$ cat config.mk
export PLATFORM = sky130hd
export DESIGN_NAME = tetris_input_flat
export DESIGN_NICKNAME = d
export VERILOG_FILES = /design/src/rtl/tetris_input_pkg.sv /design/src/rtl/tetris_input_if.sv /design/src/rtl/tetris_input_btn_repeat.sv /design/src/rtl/tetris_input.sv /design/src/flat_wrapper.sv
export SDC_FILE = /design/constraint.sdc
export NUM_CORES = 1
export LEC_CHECK = 0
export ABC_CLOCK_PERIOD_IN_PS = 2100
export CORE_MARGIN = 2
export CORE_UTILIZATION = 56
export CTS_BUF_LIST = sky130_fd_sc_hd__clkbuf_16
export DETAILED_ROUTE_END_ITERATION = 10
export PLACE_DENSITY_LB_ADDON = 0.12
export SLEW_MARGIN = 20
export SYNTH_ARGS = -nofsm -noshare
export SYNTH_HDL_FRONTEND = slang
export SYNTH_SLANG_ARGS = --single-unit
$ cat constraint.sdc
create_clock -name clk -period 2.1 [get_ports clk]
set_input_delay 0.21 -clock clk [delete_from_list [all_inputs] [get_ports clk]]
set_output_delay 0.21 -clock clk [all_outputs]
set_load 0.01 [all_outputs]
$ cat src/rtl/tetris_input_pkg.sv
// Shared command/state encoding, key codes and FSM types for the tetris input front end.
// Optional echo port feature is selected with TETRIS_INPUT_ECHO_EN.
package tetris_input_pkg;

  typedef enum logic [3:0] {
    NONE      = 4'd0,
    IDLE      = 4'd1,
    PLAY      = 4'd2,
    PAUSE     = 4'd3,
    GAMEOVER  = 4'd4,
    LEFT      = 4'd5,
    RIGHT     = 4'd6,
    DOWN      = 4'd7,
    ROTATE    = 4'd8,
    HARD_DROP = 4'd9,
    HOLD      = 4'd10,
    NEW_GAME  = 4'd11
  } state_type;

  typedef enum logic {ARB_IDLE, ARB_GAP} arb_state_e;

  typedef enum logic [1:0] {REL, HELD, RPT} rpt_state_e;

  localparam int unsigned NUM_BTN = 4;

  localparam logic [7:0] KEY_A     = 8'h61;
  localparam logic [7:0] KEY_D     = 8'h64;
  localparam logic [7:0] KEY_S     = 8'h73;
  localparam logic [7:0] KEY_W     = 8'h77;
  localparam logic [7:0] KEY_SPACE = 8'h20;
  localparam logic [7:0] KEY_C     = 8'h63;
  localparam logic [7:0] KEY_P     = 8'h70;
  localparam logic [7:0] KEY_N     = 8'h6e;
  localparam logic [7:0] KEY_G     = 8'h67;

  // Case-insensitive ASCII to command; unmapped bytes give NONE.
  function automatic state_type key_to_cmd(input logic [7:0] b);
    logic [7:0] lc;
    lc = (b >= 8'h41 && b <= 8'h5a) ? (b | 8'h20) : b;
    case (lc)
      KEY_A:     return LEFT;
      KEY_D:     return RIGHT;
      KEY_S:     return DOWN;
      KEY_W:     return ROTATE;
      KEY_SPACE: return HARD_DROP;
      KEY_C:     return HOLD;
      KEY_P:     return PAUSE;
      KEY_N:     return NEW_GAME;
      default:   return NONE;
    endcase
  endfunction

  function automatic logic [7:0] cmd_to_key(input state_type cmd);
    case (cmd)
      LEFT:      return KEY_A;
      RIGHT:     return KEY_D;
      DOWN:      return KEY_S;
      ROTATE:    return KEY_W;
      HARD_DROP: return KEY_SPACE;
      HOLD:      return KEY_C;
      PAUSE:     return KEY_P;
      NEW_GAME:  return KEY_N;
      default:   return 8'h00;
    endcase
  endfunction

  function automatic state_type btn_to_cmd(input logic [1:0] idx);
    case (idx)
      2'd0:    return RIGHT;
      2'd1:    return DOWN;
      2'd2:    return LEFT;
      default: return ROTATE;
    endcase
  endfunction

  function automatic logic cmd_allowed(input state_type cmd, input state_type st);
    case (st)
      PLAY:    return 1'b1;
      PAUSE:   return (cmd == PAUSE) || (cmd == NEW_GAME);
      default: return cmd == NEW_GAME;
    endcase
  endfunction

endpackage

$ cat src/rtl/tetris_input_if.sv
// UART byte, game state and command stream between the input block and the game core.
// Echo signals exist only when TETRIS_INPUT_ECHO_EN is defined.
interface tetris_input_if;
  import tetris_input_pkg::*;

  logic [7:0] rx_data;
  logic       rx_valid;
  state_type  state;
  state_type  control;
  logic [7:0] cmd_count;
`ifdef TETRIS_INPUT_ECHO_EN
  logic [7:0] tx_data;
  logic       tx_valid;
  logic       tx_ready;

  modport slave  (input rx_data, rx_valid, state, tx_ready,
                  output control, cmd_count, tx_data, tx_valid);
  modport master (output rx_data, rx_valid, state, tx_ready,
                  input control, cmd_count, tx_data, tx_valid);
`else
  modport slave  (input rx_data, rx_valid, state, output control, cmd_count);
  modport master (output rx_data, rx_valid, state, input control, cmd_count);
`endif
endinterface

$ cat src/rtl/tetris_input_btn_repeat.sv
// One button: 2-FF synchronizer, stability debounce and press/auto-repeat request FSM.
module tetris_input_btn_repeat
  import tetris_input_pkg::*;
#(
  parameter int unsigned DEB_CYC       = 500000,
  parameter int unsigned REPEAT_DELAY  = 12500000,
  parameter int unsigned REPEAT_PERIOD = 5000000,
  parameter bit          REPEAT_EN     = 1'b1
) (
  input  logic clk,
  input  logic reset_n,
  input  logic btn_raw,
  output logic req_c
);

  localparam int unsigned DW   = $clog2(DEB_CYC) + 1;
  localparam int unsigned TMAX = (REPEAT_DELAY > REPEAT_PERIOD) ? REPEAT_DELAY : REPEAT_PERIOD;
  localparam int unsigned TW   = $clog2(TMAX) + 1;

  logic          sync1_q, sync2_q;
  logic          deb_q, deb_d;
  logic [DW-1:0] deb_cnt_q, deb_cnt_d;
  rpt_state_e    state_q, state_d;
  logic [TW-1:0] tmr_q, tmr_d;

  always_ff @(posedge clk or negedge reset_n) begin
    if (!reset_n) begin
      sync1_q   <= 1'b0;
      sync2_q   <= 1'b0;
      deb_q     <= 1'b0;
      deb_cnt_q <= '0;
      state_q   <= REL;
      tmr_q     <= '0;
    end else begin
      sync1_q   <= btn_raw;
      sync2_q   <= sync1_q;
      deb_q     <= deb_d;
      deb_cnt_q <= deb_cnt_d;
      state_q   <= state_d;
      tmr_q     <= tmr_d;
    end
  end

  // Level flips only after DEB_CYC consecutive cycles of disagreement.
  always_comb begin
    deb_d     = deb_q;
    deb_cnt_d = deb_cnt_q;
    if (sync2_q == deb_q) begin
      deb_cnt_d = '0;
    end else if (deb_cnt_q == DW'(DEB_CYC - 1)) begin
      deb_d     = sync2_q;
      deb_cnt_d = '0;
    end else begin
      deb_cnt_d = deb_cnt_q + DW'(1);
    end
  end

  always_comb begin
    state_d = state_q;
    tmr_d   = tmr_q;
    req_c   = 1'b0;
    case (state_q)
      REL: begin
        if (deb_q) begin
          state_d = HELD;
          tmr_d   = '0;
          req_c   = 1'b1;
        end
      end
      HELD: begin
        if (!deb_q) begin
          state_d = REL;
        end else if (REPEAT_EN && tmr_q == TW'(REPEAT_DELAY - 1)) begin
          state_d = RPT;
          tmr_d   = '0;
          req_c   = 1'b1;
        end else if (REPEAT_EN) begin
          tmr_d = tmr_q + TW'(1);
        end
      end
      RPT: begin
        if (!deb_q) begin
          state_d = REL;
        end else if (tmr_q == TW'(REPEAT_PERIOD - 1)) begin
          tmr_d = '0;
          req_c = 1'b1;
        end else begin
          tmr_d = tmr_q + TW'(1);
        end
      end
      default: state_d = REL;
    endcase
  end

endmodule

$ cat src/rtl/tetris_input.sv
// Tetris command source: buttons, UART keys and gravity merged into a spaced, state-gated pulse stream.
// Define TETRIS_INPUT_ECHO_EN to add the tx_data/tx_valid/tx_ready key echo.
module tetris_input
  import tetris_input_pkg::*;
#(
  parameter int unsigned DEB_CYC       = 500000,
  parameter int unsigned REPEAT_DELAY  = 12500000,
  parameter int unsigned REPEAT_PERIOD = 5000000,
  parameter int unsigned GRAVITY_CYC   = 25000000,
  parameter int unsigned CMD_GAP       = 64
) (
  input  logic               clk,
  input  logic               reset_n,
  input  logic [NUM_BTN-1:0] usr_btn,
  tetris_input_if.slave      bus
);

  localparam int unsigned GW  = $clog2(GRAVITY_CYC) + 1;
  localparam int unsigned GPW = $clog2(CMD_GAP) + 1;

  logic [NUM_BTN-1:0] req_c;
  state_type          st;
  state_type          rx_cmd;

  arb_state_e         arb_q, arb_d;
  logic [GPW-1:0]     gap_q, gap_d;
  state_type          control_q, control_d;
  logic [7:0]         cmd_count_q, cmd_count_d;
  logic [NUM_BTN-1:0] btn_pend_q, btn_pend_d;
  state_type          uart_q, uart_d;
  logic               grav_pend_q, grav_pend_d;
  logic [GW-1:0]      grav_cnt_q, grav_cnt_d;

  logic [NUM_BTN-1:0] btn_allow, btn_elig, issue_btn;
  logic               issue_uart, issue_grav, grav_hit;

  for (genvar gi = 0; gi < NUM_BTN; gi++) begin : g_btn
    tetris_input_btn_repeat #(
      .DEB_CYC      (DEB_CYC),
      .REPEAT_DELAY (REPEAT_DELAY),
      .REPEAT_PERIOD(REPEAT_PERIOD),
      .REPEAT_EN    (gi != 3)
    ) u_btn (
      .clk    (clk),
      .reset_n(reset_n),
      .btn_raw(usr_btn[gi]),
      .req_c  (req_c[gi])
    );
  end

  assign st     = bus.state;
  assign rx_cmd = key_to_cmd(bus.rx_data);

  always_ff @(posedge clk or negedge reset_n) begin
    if (!reset_n) begin
      arb_q       <= ARB_IDLE;
      gap_q       <= '0;
      control_q   <= NONE;
      cmd_count_q <= 8'd0;
      btn_pend_q  <= '0;
      uart_q      <= NONE;
      grav_pend_q <= 1'b0;
      grav_cnt_q  <= '0;
    end else begin
      arb_q       <= arb_d;
      gap_q       <= gap_d;
      control_q   <= control_d;
      cmd_count_q <= cmd_count_d;
      btn_pend_q  <= btn_pend_d;
      uart_q      <= uart_d;
      grav_pend_q <= grav_pend_d;
      grav_cnt_q  <= grav_cnt_d;
    end
  end

  // Arbiter, pending capture with state gating, and gravity timer.
  always_comb begin
    arb_d       = arb_q;
    gap_d       = gap_q;
    control_d   = NONE;
    cmd_count_d = cmd_count_q;
    issue_uart  = 1'b0;
    issue_btn   = '0;
    issue_grav  = 1'b0;
    grav_hit    = 1'b0;
    grav_cnt_d  = grav_cnt_q;
    uart_d      = uart_q;

    for (int i = 0; i < NUM_BTN; i++) begin
      btn_allow[i] = cmd_allowed(btn_to_cmd(2'(i)), st);
      btn_elig[i]  = btn_pend_q[i] & btn_allow[i];
    end

    case (arb_q)
      ARB_IDLE: begin
        if (uart_q != NONE && cmd_allowed(uart_q, st)) begin
          issue_uart = 1'b1;
          control_d  = uart_q;
        end else if (|btn_elig) begin
          issue_btn = btn_elig & (~btn_elig + NUM_BTN'(1));
          for (int i = 0; i < NUM_BTN; i++) begin
            if (issue_btn[i]) control_d = btn_to_cmd(2'(i));
          end
        end else if (grav_pend_q && st == PLAY) begin
          issue_grav = 1'b1;
          control_d  = DOWN;
        end
        if (control_d != NONE) begin
          arb_d       = ARB_GAP;
          gap_d       = '0;
          cmd_count_d = cmd_count_q + 8'd1;
        end
      end
      ARB_GAP: begin
        if (gap_q == GPW'(CMD_GAP - 1)) arb_d = ARB_IDLE;
        else                            gap_d = gap_q + GPW'(1);
      end
      default: arb_d = ARB_IDLE;
    endcase

    // A request arriving with its own issue re-arms the flag.
    btn_pend_d = (btn_pend_q & ~issue_btn & btn_allow) | (req_c & btn_allow);

    if (bus.rx_valid && rx_cmd != NONE && cmd_allowed(rx_cmd, st)) begin
      uart_d = rx_cmd;
    end else if (issue_uart || !cmd_allowed(uart_q, st)) begin
      uart_d = NONE;
    end

    if (st != PLAY) begin
      grav_cnt_d = '0;
    end else if (control_d == DOWN || control_d == HARD_DROP) begin
      grav_cnt_d = '0;
    end else if (grav_cnt_q == GW'(GRAVITY_CYC - 1)) begin
      grav_cnt_d = '0;
      grav_hit   = 1'b1;
    end else begin
      grav_cnt_d = grav_cnt_q + GW'(1);
    end
    grav_pend_d = (grav_pend_q & ~issue_grav & (st == PLAY)) | grav_hit;
  end

  assign bus.control   = control_q;
  assign bus.cmd_count = cmd_count_q;

`ifdef TETRIS_INPUT_ECHO_EN
  logic [7:0] tx_data_q, tx_data_d;
  logic       tx_valid_q, tx_valid_d;

  always_ff @(posedge clk or negedge reset_n) begin
    if (!reset_n) begin
      tx_data_q  <= 8'h00;
      tx_valid_q <= 1'b0;
    end else begin
      tx_data_q  <= tx_data_d;
      tx_valid_q <= tx_valid_d;
    end
  end

  // Single-entry echo buffer; a new command overwrites an unsent one.
  always_comb begin
    tx_data_d  = tx_data_q;
    tx_valid_d = tx_valid_q;
    if (control_d != NONE) begin
      tx_data_d  = issue_grav ? KEY_G : cmd_to_key(control_d);
      tx_valid_d = 1'b1;
    end else if (bus.tx_ready) begin
      tx_valid_d = 1'b0;
    end
  end

  assign bus.tx_data  = tx_data_q;
  assign bus.tx_valid = tx_valid_q;
`endif

endmodule

$ cat src/flat_wrapper.sv
// flat-port wrapper written by rule: the top's interface ports become plain ports
module tetris_input_flat import tetris_input_pkg::*;
#(
  parameter int unsigned DEB_CYC       = 500000,
  parameter int unsigned REPEAT_DELAY  = 12500000,
  parameter int unsigned REPEAT_PERIOD = 5000000,
  parameter int unsigned GRAVITY_CYC   = 25000000,
  parameter int unsigned CMD_GAP       = 64
)
  (clk, reset_n, usr_btn, bus_rx_data, bus_rx_valid, bus_state, bus_control, bus_cmd_count);
  tetris_input_if bus_i ();
  input  logic clk;
  input  logic reset_n;
  input  logic [NUM_BTN-1:0] usr_btn;
  input wire logic [$bits(bus_i.rx_data)-1:0] bus_rx_data;
  input wire logic [$bits(bus_i.rx_valid)-1:0] bus_rx_valid;
  input wire logic [$bits(bus_i.state)-1:0] bus_state;
  output wire logic [$bits(bus_i.control)-1:0] bus_control;
  output wire logic [$bits(bus_i.cmd_count)-1:0] bus_cmd_count;
  assign bus_i.rx_data = bus_rx_data;
  assign bus_i.rx_valid = bus_rx_valid;
  assign bus_i.state = bus_state;
  assign bus_control = bus_i.control;
  assign bus_cmd_count = bus_i.cmd_count;
  tetris_input #(.DEB_CYC(DEB_CYC), .REPEAT_DELAY(REPEAT_DELAY), .REPEAT_PERIOD(REPEAT_PERIOD), .GRAVITY_CYC(GRAVITY_CYC), .CMD_GAP(CMD_GAP)) u_core (.clk(clk), .reset_n(reset_n), .usr_btn(usr_btn), .bus(bus_i));
endmodule
==> reports/qor.txt <==
outcome = finished with violations
failing checks = setup timing
largest fanout on the critical path = 5
Initial Utilization = 56.9%
maximum vdd drop = 0.708 mV
Setup Total Neg Slack = -9.73 ns
RSZ-0062 raised after global routing = yes
syn_area_per_cell = 9.41 µm²
Worst EP arrival = 2.70 ns
CTS tree = done
GRT Residual Overflow = 0
drt wl/cell = 14.9 µm
Sequential Area = 5730 µm²
Hold Crit Class = in -> reg
top cells by instance count after synthesis = 229 x dfrtp_1, 176 x nor2_1, 100 x nand2_1
Nets = 1516
Reg clk slew, reported paths = 0.06 ns
PD cells = 578 nW/µm²
synthesized area = 11900 µm²
vias in the first global route = 9775
count of non-filler cells in the finished layout = 1765
die height = 150 µm
CTS Root Cell = clkbuf_16
Post-synth ARST share = 100%
crit path setup slack, layout = -0.203 ns
static leakage = 6.54 nW
register area share after synthesis = 48.1%
GRT Total Usage = 23.5%
Cell variety after synth = 71
Worst-Margin Slew = 0.641 ns
largest net degree at the start of global routing = 62
post-DR vias/cell = 5.59
slowest stage cell, crit path = or4_4
crit path cell chain = nor4bb_2, nand3b_1, or4_4, a32oi_4, buf_6, nor2_4, mux2_2
Setup CP Type = reg -> reg
Placed Area = 13900 µm²
critical path's largest stage delay = 0.57 ns
Post-Syn Nets = 1309
ys flop type = dfrtp_1
final setup fails = 79
Final ANT Viol Nets = 0
min-delay src = usr_btn[1]
synthesis warning total = 0
FILL cells = 1563
placed cell count = 1703
num rows = 53
cell with the most instances after synthesis = dfrtp_1
Worst Reg-to-Reg Cells = 7
Reg2Reg Setup Slack = -0.20 ns
port bufs = 30
Final Hold Viols = 0
Max Root-Sink Buffers = 3
top-area cell type share of the netlist area = 48.1%
core area = 21000 µm²
Min Clock Period, post-route = 2.30 ns
WP data required = 2.49 ns
Chip Width = 150 µm
layout cells sized above 1 = 20.7%
area grow syn2layout = 26.9%
dpl ws = -0.495 ns
Slew Limit Fails = 0
Startpoint Class = flip-flop
Synth area leaders = dfrtp_1 48%, nor2_1 5.5%, xnor2_1 5.3%, xor2_1 5.2%, nand3_1 3.9%
H-tree depth = 1
CTS Buf Count = 25
Peak Freq = 434 MHz
final instance area = 15100 µm²
I/O pin count = 31
final period utilization = 110%
hold depth = 1
die area = 22500 µm²
number of flops mapped to enable cells by yosys = 0
reg-to-reg critical path startpoint = u_core.g_btn[0].u_btn.tmr_q[5]$_DFFE_PN0P_
cell count after synthesis = 1267
detailed-route via count = 9862
Max-cap violations = 0
clock sinks = 229
first-pass GRT wire length = 44700 µm
Synth Register Bits = 229
Skew-Pair Late Insertion Delay = 0.52 ns
family with the most delay on the worst path = simple AND/OR/NAND/NOR gates
GPL Wtd Cong = 0.837
relative slew slack = 57.2%
dpl hpwl = 17600 µm
Critical Path Sink Type = flip-flop
number of diodes = 0
TritonRoute pass-1 iters = 5
DR iter-0 viols = 464
# DRC = 0
drt total wl = 26300 µm
dominant cell type by area after synthesis = dfrtp_1
R2R Path End = u_core.g_btn[0].u_btn.tmr_q[0]$_DFFE_PN0P_
Hold Slack = 0.129 ns
clk_skew = 0.0103 ns
initial antenna violation count = 0
Buffers & Inverters on Critical Path = 1
Worst Hold End = u_core.g_btn[1].u_btn.sync1_q$_DFF_PN0_
Multi-input gate area = 6280 µm²
sequential cells by signal, summed over array words and instances (netlist names):
register,count
u_core.g_btn.u_btn.deb_cnt_q,80
u_core.g_btn.u_btn.tmr_q,75
u_core.arb_q,1
u_core.bus.cmd_count,8
u_core.g_btn.u_btn.state_q,7
u_core.btn_pend_q,4
u_core.g_btn.u_btn.deb_q,4
u_core.uart_q,4
u_core.grav_cnt_q,26
u_core.gap_q,7
u_core.bus.control,4
u_core.g_btn.u_btn.sync1_q,4
u_core.g_btn.u_btn.sync2_q,4
u_core.grav_pend_q,1
what timing repair did:
action / in CTS / in global routing
hold endpoints to repair: 54 / 0
endpoints found under the setup margin: 90 / 125
pin swaps: 19 / 29
cloned: 2 / 2
gates resized for setup: 28 / 69
hold buffers: 1 / 0
buffers inserted: 6 / 10
placed cells by master (no fill, tap or decap), types with 5 or more instances in the layout:
cell type,instances
nand2b_1,7
xnor2_1,72
buf_12,9
clkbuf_16,27
nor3b_1,8
nand4_1,39
nand3_1,91
nor4_2,5
a21oi_2,11
buf_4,164
nor2_1,173
clkinv_1,6
dfrtp_1,228
a21oi_1,20
nor3_2,11
nor3_1,48
ha_1,20
o21ai_0,31
and2_1,8
inv_1,43
a22o_1,8
or3_1,20
clkinv_2,5
clkdlybuf4s50_1,29
buf_6,9
nand2_1,97
nor2b_1,10
o21ai_2,6
mux2i_1,11
and3_1,32
xor2_1,71
a21o_1,10
or2_2,7
o21ai_1,16
nor4_1,22
how the worst max path moves through the flow:
stage,from,endpoint,slack (ns),cells past startpoint
floorplan,u_core.g_btn[1].u_btn.tmr_q[12]$_DFFE_PN0P_,u_core.g_btn[1].u_btn.tmr_q[13]$_DFFE_PN0P_,-0.07,8
global placement,bus_state[0],u_core.grav_cnt_q[13]$_DFF_PN0_,-0.43,7
detailed placement,bus_state[0],u_core.grav_cnt_q[13]$_DFF_PN0_,-0.50,7
CTS,u_core.g_btn[0].u_btn.tmr_q[5]$_DFFE_PN0P_,u_core.g_btn[0].u_btn.tmr_q[0]$_DFFE_PN0P_,-0.16,7
global route,u_core.g_btn[1].u_btn.tmr_q[24]$_DFFE_PN0P_,u_core.g_btn[1].u_btn.tmr_q[4]$_DFFE_PN0P_,-0.27,8
finish,u_core.g_btn[0].u_btn.tmr_q[5]$_DFFE_PN0P_,u_core.g_btn[0].u_btn.tmr_q[0]$_DFFE_PN0P_,-0.20,7
routing by layer:
metal  vias up  global-route usage (%)  wire [µm]
li1       4883                       -          -
met1      4805                    32.8      12400
met2       134                    39.2      12700
met3        40                    3.02        756
met4         0                    5.61        498
met5         -                       0          0
cell families (layout without fill, tap and decap cells):
family,after synthesis,in the layout,synth area share (%)
flops,229,229,48.1
mux,16,16,1.39
fa+ha+maj,23,23,2.41
buf+inv,73,296,2.49
simple gates,629,629,26.4
compound gates,154,154,8.69
xor+xnor,143,143,10.5
per-stage QoR:
step                util (%)  total power [mW]
floorplan                  -              4.66
global placement        66.2              4.86
detailed placement      66.2              4.87
CTS                     70.5              8.84
global route            72.2              9.08
finish                  72.2              8.75
where the power goes:
part	total [mW]	internal [mW]	switching, mW
combinational	0.310	0.126	0.184
sequential	4.48	4.45	0.0292
clock	3.96	2.26	1.71
layout make-up:
type	count	share of cell area (%)
multi-input combinational	965	41.5
sequential	229	37.9
timing repair buffer	216	12.6
clock buffer	25	4.13
tap	275	2.27
inverter	37	0.918
clock inverter	18	0.662
No activity file was read; power rests on OpenSTA's default activity.
